[config.mk]
export PLATFORM = sky130hd
export DESIGN_NAME = unified_mem_ctrl
export DESIGN_NICKNAME = d
export VERILOG_FILES = /design/src/rtl/unified_mem_ctrl.sv
export SDC_FILE = /design/constraint.sdc
export NUM_CORES = 1
export LEC_CHECK = 0
export CORE_ASPECT_RATIO = 0.6
export CORE_MARGIN = 8
export CORE_UTILIZATION = 43
export CTS_CLUSTER_SIZE = 20
export DETAILED_ROUTE_END_ITERATION = 7
export PLACE_DENSITY = 0.83
export RECOVER_POWER = 100
export SYNTH_ARGS = -nofsm -noshare
export SYNTH_HDL_FRONTEND = slang
export SYNTH_SLANG_ARGS = --single-unit
[constraint.sdc]
create_clock -name clk -period 5 [get_ports clk]
set_clock_uncertainty 0.1 [all_clocks]
set_input_delay 1 -clock clk [delete_from_list [all_inputs] [get_ports clk]]
set_output_delay 1 -clock clk [all_outputs]
set_load 0.1 [all_outputs]
[src/rtl/unified_mem_ctrl.sv]
// unified_mem_ctrl
//   Shares one single-port synchronous RAM between the core's instruction
//   port (read-only) and data port (read/write). Each access runs
//   IDLE -> ISSUE -> WAIT -> RESP, which takes RAM_LATENCY+3 cycles. The
//   requester holds req until it samples a one-cycle ready pulse.
//
//   Build option: define MEM_RR_ARB_EN for round-robin arbitration. When it
//   is not defined, the data port always wins a simultaneous request.
//
// Ports
//   clk                     single clock; the RAM uses the same edge
//   rst                     asynchronous reset, active low
//   i_req/i_addr            instruction read request and byte address
//   i_rdata/i_ready         instruction read data and completion pulse
//   d_req/d_wea/d_addr/d_wdata  data request; all-zero d_wea means a read
//   d_rdata/d_ready         data read result and completion pulse
//   ram_en/ram_we/ram_addr/ram_wdata/ram_rdata  RAM side (word addressed)
//
// States
//   IDLE  | arbitrate and register the granted command
//   ISSUE | ram_en high for one cycle with the registered command
//   WAIT  | count down the RAM read latency, then capture read data
//   RESP  | ready pulse to the granted port
module unified_mem_ctrl #(
  parameter int ADDR_W      = 32,
  parameter int DATA_W      = 32,
  parameter int RAM_AW      = 18,
  parameter int RAM_LATENCY = 1,   // legal range 1..4
  localparam int BE_W       = DATA_W / 8
) (
  input  logic              clk,
  input  logic              rst,
  input  logic              i_req,
  input  logic [ADDR_W-1:0] i_addr,
  output logic [DATA_W-1:0] i_rdata,
  output logic              i_ready,
  input  logic              d_req,
  input  logic [BE_W-1:0]   d_wea,
  input  logic [ADDR_W-1:0] d_addr,
  input  logic [DATA_W-1:0] d_wdata,
  output logic [DATA_W-1:0] d_rdata,
  output logic              d_ready,
  output logic              ram_en,
  output logic [BE_W-1:0]   ram_we,
  output logic [RAM_AW-1:0] ram_addr,
  output logic [DATA_W-1:0] ram_wdata,
  input  logic [DATA_W-1:0] ram_rdata
);

  localparam int CNT_W = 2;

  typedef enum logic [1:0] {
    S_IDLE,
    S_ISSUE,
    S_WAIT,
    S_RESP
  } state_t;

  state_t             state_q, state_d;
  logic [CNT_W-1:0]   cnt_q, cnt_d;
  logic               gnt_d_q, gnt_d_d;     // 1: data port owns the access
  logic               is_wr_q, is_wr_d;
  logic               ram_en_q, ram_en_d;
  logic [BE_W-1:0]    ram_we_q, ram_we_d;
  logic [RAM_AW-1:0]  ram_addr_q, ram_addr_d;
  logic [DATA_W-1:0]  ram_wdata_q, ram_wdata_d;
  logic [DATA_W-1:0]  i_rdata_q, i_rdata_d;
  logic [DATA_W-1:0]  d_rdata_q, d_rdata_d;
  logic               i_ready_q, i_ready_d;
  logic               d_ready_q, d_ready_d;
  logic               pick_d;

  // Only the word-address bits reach the RAM; the rest wrap away.
  logic unused_addr_bits;
  assign unused_addr_bits = ^{i_addr[ADDR_W-1:RAM_AW+2], i_addr[1:0],
                              d_addr[ADDR_W-1:RAM_AW+2], d_addr[1:0]};

`ifdef MEM_RR_ARB_EN
  logic last_d_q, last_d_d;                 // 1: data port granted last

  // On a tie, the port that did not win last time gets the RAM.
  assign pick_d = d_req && (!i_req || !last_d_q);

  always_ff @(posedge clk or negedge rst) begin
    if (!rst) last_d_q <= 1'b0;
    else      last_d_q <= last_d_d;
  end
`else
  assign pick_d = d_req;
`endif

  always_ff @(posedge clk or negedge rst) begin
    if (!rst) begin
      state_q     <= S_IDLE;
      cnt_q       <= '0;
      gnt_d_q     <= 1'b0;
      is_wr_q     <= 1'b0;
      ram_en_q    <= 1'b0;
      ram_we_q    <= '0;
      ram_addr_q  <= '0;
      ram_wdata_q <= '0;
      i_rdata_q   <= '0;
      d_rdata_q   <= '0;
      i_ready_q   <= 1'b0;
      d_ready_q   <= 1'b0;
    end else begin
      state_q     <= state_d;
      cnt_q       <= cnt_d;
      gnt_d_q     <= gnt_d_d;
      is_wr_q     <= is_wr_d;
      ram_en_q    <= ram_en_d;
      ram_we_q    <= ram_we_d;
      ram_addr_q  <= ram_addr_d;
      ram_wdata_q <= ram_wdata_d;
      i_rdata_q   <= i_rdata_d;
      d_rdata_q   <= d_rdata_d;
      i_ready_q   <= i_ready_d;
      d_ready_q   <= d_ready_d;
    end
  end

  // Outputs are computed one cycle ahead so every port leaves a flop.
  always_comb begin
    state_d     = state_q;
    cnt_d       = cnt_q;
    gnt_d_d     = gnt_d_q;
    is_wr_d     = is_wr_q;
    ram_en_d    = 1'b0;
    ram_we_d    = '0;
    ram_addr_d  = ram_addr_q;
    ram_wdata_d = ram_wdata_q;
    i_rdata_d   = i_rdata_q;
    d_rdata_d   = d_rdata_q;
    i_ready_d   = 1'b0;
    d_ready_d   = 1'b0;
`ifdef MEM_RR_ARB_EN
    last_d_d    = last_d_q;
`endif

    unique case (state_q)
      S_IDLE: begin
        if (i_req || d_req) begin
          gnt_d_d  = pick_d;
          ram_en_d = 1'b1;
          state_d  = S_ISSUE;
`ifdef MEM_RR_ARB_EN
          last_d_d = pick_d;
`endif
          if (pick_d) begin
            ram_we_d    = d_wea;
            ram_addr_d  = d_addr[RAM_AW+1:2];
            ram_wdata_d = d_wdata;
            is_wr_d     = |d_wea;
          end else begin
            ram_addr_d  = i_addr[RAM_AW+1:2];
            ram_wdata_d = '0;
            is_wr_d     = 1'b0;
          end
        end
      end
      S_ISSUE: begin
        cnt_d   = CNT_W'(RAM_LATENCY - 1);
        state_d = S_WAIT;
      end
      S_WAIT: begin
        if (cnt_q == '0) begin
          if (!is_wr_q) begin
            if (gnt_d_q) d_rdata_d = ram_rdata;
            else         i_rdata_d = ram_rdata;
          end
          if (gnt_d_q) d_ready_d = 1'b1;
          else         i_ready_d = 1'b1;
          state_d = S_RESP;
        end else begin
          cnt_d = cnt_q - 1'b1;
        end
      end
      S_RESP: begin
        state_d = S_IDLE;
      end
      default: begin
        state_d = S_IDLE;
      end
    endcase
  end

  assign ram_en    = ram_en_q;
  assign ram_we    = ram_we_q;
  assign ram_addr  = ram_addr_q;
  assign ram_wdata = ram_wdata_q;
  assign i_rdata   = i_rdata_q;
  assign d_rdata   = d_rdata_q;
  assign i_ready   = i_ready_q;
  assign d_ready   = d_ready_q;

endmodule
==> impl_summary.txt <==
----------------------------------------------------
[Timing]
  Number of setup violations in the final report ... 0
  Fin. Hold Viols ... 0
  Shortest period the worst path allows ... between 3 and 4 ns
  Unrepaired setup endpoints after global routing ... false
  Final TNS setup ... 0 ns
  Tightest Pin Transition ... 1.99 ns
  Max_slew headroom ... -32.5%
  Post-route worst setup slack ... 1.49 ns
  Max Transition Viols Final ... ~140
  Share of the cycle needed by the critical path after routing ... 70.2%
  Max Clock Freq ... 0.285 GHz

[Placed design]
  Number of placed instances, taps included ... 706
  HPWL after detailed placement ... 10.7 mm
  RePlAce Congestion ... approximately 0.76
  Post-placement worst setup slack ... 1.90 ns
  Number of buffer cells added on primary ports ... 228

[Drt]
  Post-DRT Antenna Nets ... 0
  Post-Route WL ... 14.2 mm
  Routed via count divided by cell count ... 4.87
  Detailed-route DRC error count ... 0
  Drt first pass iters ... 4
  Average routed wire per standard cell ... 19.4 um
  Iter 0 DRT Violations ... 95
  Total number of vias ... 3575

[Global routing]
  Antenna violations before repair ... 0
  Wire length of the first global-routing pass ... 22.5 mm
  All-Layer GR Usage ... a little under a fifth
  Overflow left after global routing ... 0
  Largest net degree at the start of global routing ... 53
  Vias in the first global route ... 3954

[Worst setup path]
  Longest individual stage delay on the worst path ... 1.23 ns
  Cell Chain, Critical Path ... inv_1 > ha_1 > nand2_1 > nor3_1 > clkbuf_1 > mux2_2
  CP Data Required Time ... approximately 5.2 ns
  Terminus of the critical flop-to-flop path ... i_rdata[30]$_DFFE_PN0P_
  Flop-to-flop setup slack ... between 1 and 1.5 ns
  Launch point of the worst reg-to-reg path ... state_q[0]$_DFFE_PN0P_
  Critical Path Sink Type ... flop
  Slowest cell on the critical path ... clkbuf_1
  Critical path class ... flop to flop
  Maximum fanout along the worst path ... 27
  Number of cells on the worst reg-to-reg path ... 6
  Arrival time worst endpoint ... 3.68 ns
  Critical path startpoint category ... flop

[Cells and area]
  Final instance count without filler cells ... between 700 and 800
  Sequential cell area ... 3180 um^2
  Area taken by multi-input logic gates ... around 1600 um^2
  Antenna diode instance count ... 0
  Synthesis-to-finish area growth ... 54.0%
  Final-layout fill cell count ... 860
  # nets final ... around 700
  Layout cells sized above 1 ... 11.1%

[Floorplanning]
  Die area ... 15600 um^2
  Cell Rows ... 30
  Die W ... 156 um
  Core box area ... roughly 11000 um^2
  Starting density of the core ... about 44%
  DIE HEIGHT ... between 100 and 150 um
  Top-level port count ... 257

[Worst hold path]
  Path type of the worst min-delay path ... flop to flop
  Endpoint with the worst hold slack ... ram_addr[13]$_DFFE_PN0P_
  Hold_sp ... ram_addr[13]$_DFFE_PN0P_
  Worst hold stages ... 2

[Synth]
  Most area-consuming cells after synthesis ... dfrtp_1 63%, mux2_4 8.9%, mux2_2 7.6%
  Part of the Yosys area used for sequential elements ... a little over three fifths
  Mean area per synthesized cell ... roughly 15 um^2
  Share of flip-flops with an asynchronous set or reset after synthesis ... 100%
  Netlist Area Pre-Place ... 5060 um^2
  Top_reg_cell synth ... dfrtp_1
  Number of enable flip-flop cells after synthesis ... 0
  Top cell type's share of synthesized area ... 62.8%
  Total of flip-flops plus latches after synthesis ... 127
  Cell type with the largest total area after synthesis ... dfrtp_1
  Syn. warnings ... 0
  Syn Inst Count ... 334
  Unique masters post-synth ... 26
  Post-synthesis net count ... 475

[Clock tree]
  Post-CTS Repair Setup Buffers ... 0
  # hold bufs at CTS ... 0
  Clock network latency to the later pin of the worst-skew pair ... 0.40 ns
  Clock-pin slew of the registers on the worst-case setup and hold paths ... 0.05 ns
  CTS H-Tree Depth ... 4
  Post-cts sizing count ... 0
  Inserted Clock Buffers ... 17
  Clk sink count ... 127
  Clock tree from TritonCTS ... built
  Largest buffer count on any clock path ... 2
  Root Buffer Master ... clkbuf_16

[Status]
  Failing checks ... max-capacitance violations, max-slew violations
  Status ... complete, but fails checks

[Run]
  Max-capacitance violation count ... 4

----------------------------------------------------
per-stage QoR:
stage | utilization [%] | hold slack (ns) | area (um^2)
floorplan | - | 0.340 | 5060
global placement | 65.2 | 0.354 | 7410
detailed placement | 65.2 | 0.371 | 7410
CTS | 69.7 | 0.382 | 7930
global route | 68.5 | 0.399 | 7790
finish | 68.5 | 0.376 | 7790
layout make-up:
cell class	count	area share, %
Clock inverter	8	0.900
Tap cell	160	2.57
Timing Repair Buffer	233	29.6
Clock buffer	20	5.74
Sequential cell	127	40.8
Multi-Input combinational cell	181	20.2
Inverter	5	0.241
cells in the mapped netlist (3+ instances only):
cell type  count
mux2_2        34
buf_6          4
a21oi_1        3
clkbuf_1       3
a22o_1        33
dfrtp_1      127
inv_1          5
o21ai_0       18
ha_1           5
buf_2         11
and3_1         4
nand2_1       21
mux2_4        30
nor2_1         4
buf_12         3
mux2i_1       19
worst max path at each step:
stage,endpoint,start,cells past startpoint
5_1_grt,ram_we[0]$_DFF_PN0_,rst,2
2_1_floorplan,ram_addr[0]$_DFFE_PN0P_,d_req,4
4_1_cts,ram_wdata[13],ram_wdata[13]$_DFFE_PN0P_,1
3_5_place_dp,is_wr_q$_DFFE_PN0P_,d_req,4
6_report,i_rdata[30]$_DFFE_PN0P_,state_q[0]$_DFFE_PN0P_,6
3_3_place_gp,is_wr_q$_DFFE_PN0P_,d_req,4
state kept, by name, indices dropped and copies added, names as in the netlist, 2 cells and up:
register / count
d_rdata: 32
state_q: 2
i_rdata: 32
ram_we: 4
ram_addr: 18
cnt_q: 2
ram_wdata: 32
per-layer routing:
metal	vias to the layer above	global-route usage, %	wire length (um)
met5	-	0	0
met4	0	6.01	122
met3	9	8.15	1560
met2	158	30.1	6720
met1	1760	22.2	5840
li1	1648	-	-
layout by cell type, fill, tap and decap left out, types with 3 or more instances in the layout:
master           Yosys  routed
nor2_1               4       4
mux2_1               1      31
nand2_1             21      21
inv_1                5       5
clkdlybuf4s50_1      0     105
clkbuf_1             3       5
a21oi_1              3       3
dlygate4sd3_1        0     122
mux2i_1             19      19
ha_1                 5       5
clkinv_2             0       5
a22o_1              33      33
and3_1               4       5
o21ai_0             18      18
clkbuf_16            0      17
dfrtp_1            127     127
mux2_2              34      34
critical path, delay by kind of cell, from the launching register on:
family,cells,cell delay [ns]
muxes,1,0.44
and+or+nand+nor,2,0.80
adders and majority gates,1,0.30
buffers and inverters,2,1.34
DFF,1,0.39
kinds of logic (layout without fill, tap and decap cells):
family	Yosys count	in the layout	synth area share, %
simple gates	34	34	3.32
buf+inv	26	266	3.76
mux	84	84	20.5
flops	127	127	62.8
fa+ha+maj	5	5	1.24
compound gates	58	58	8.39
Power is left out: the tool's default activity adds up to more than one toggle a clock period on the data nets, which glitch-free logic cannot reach.
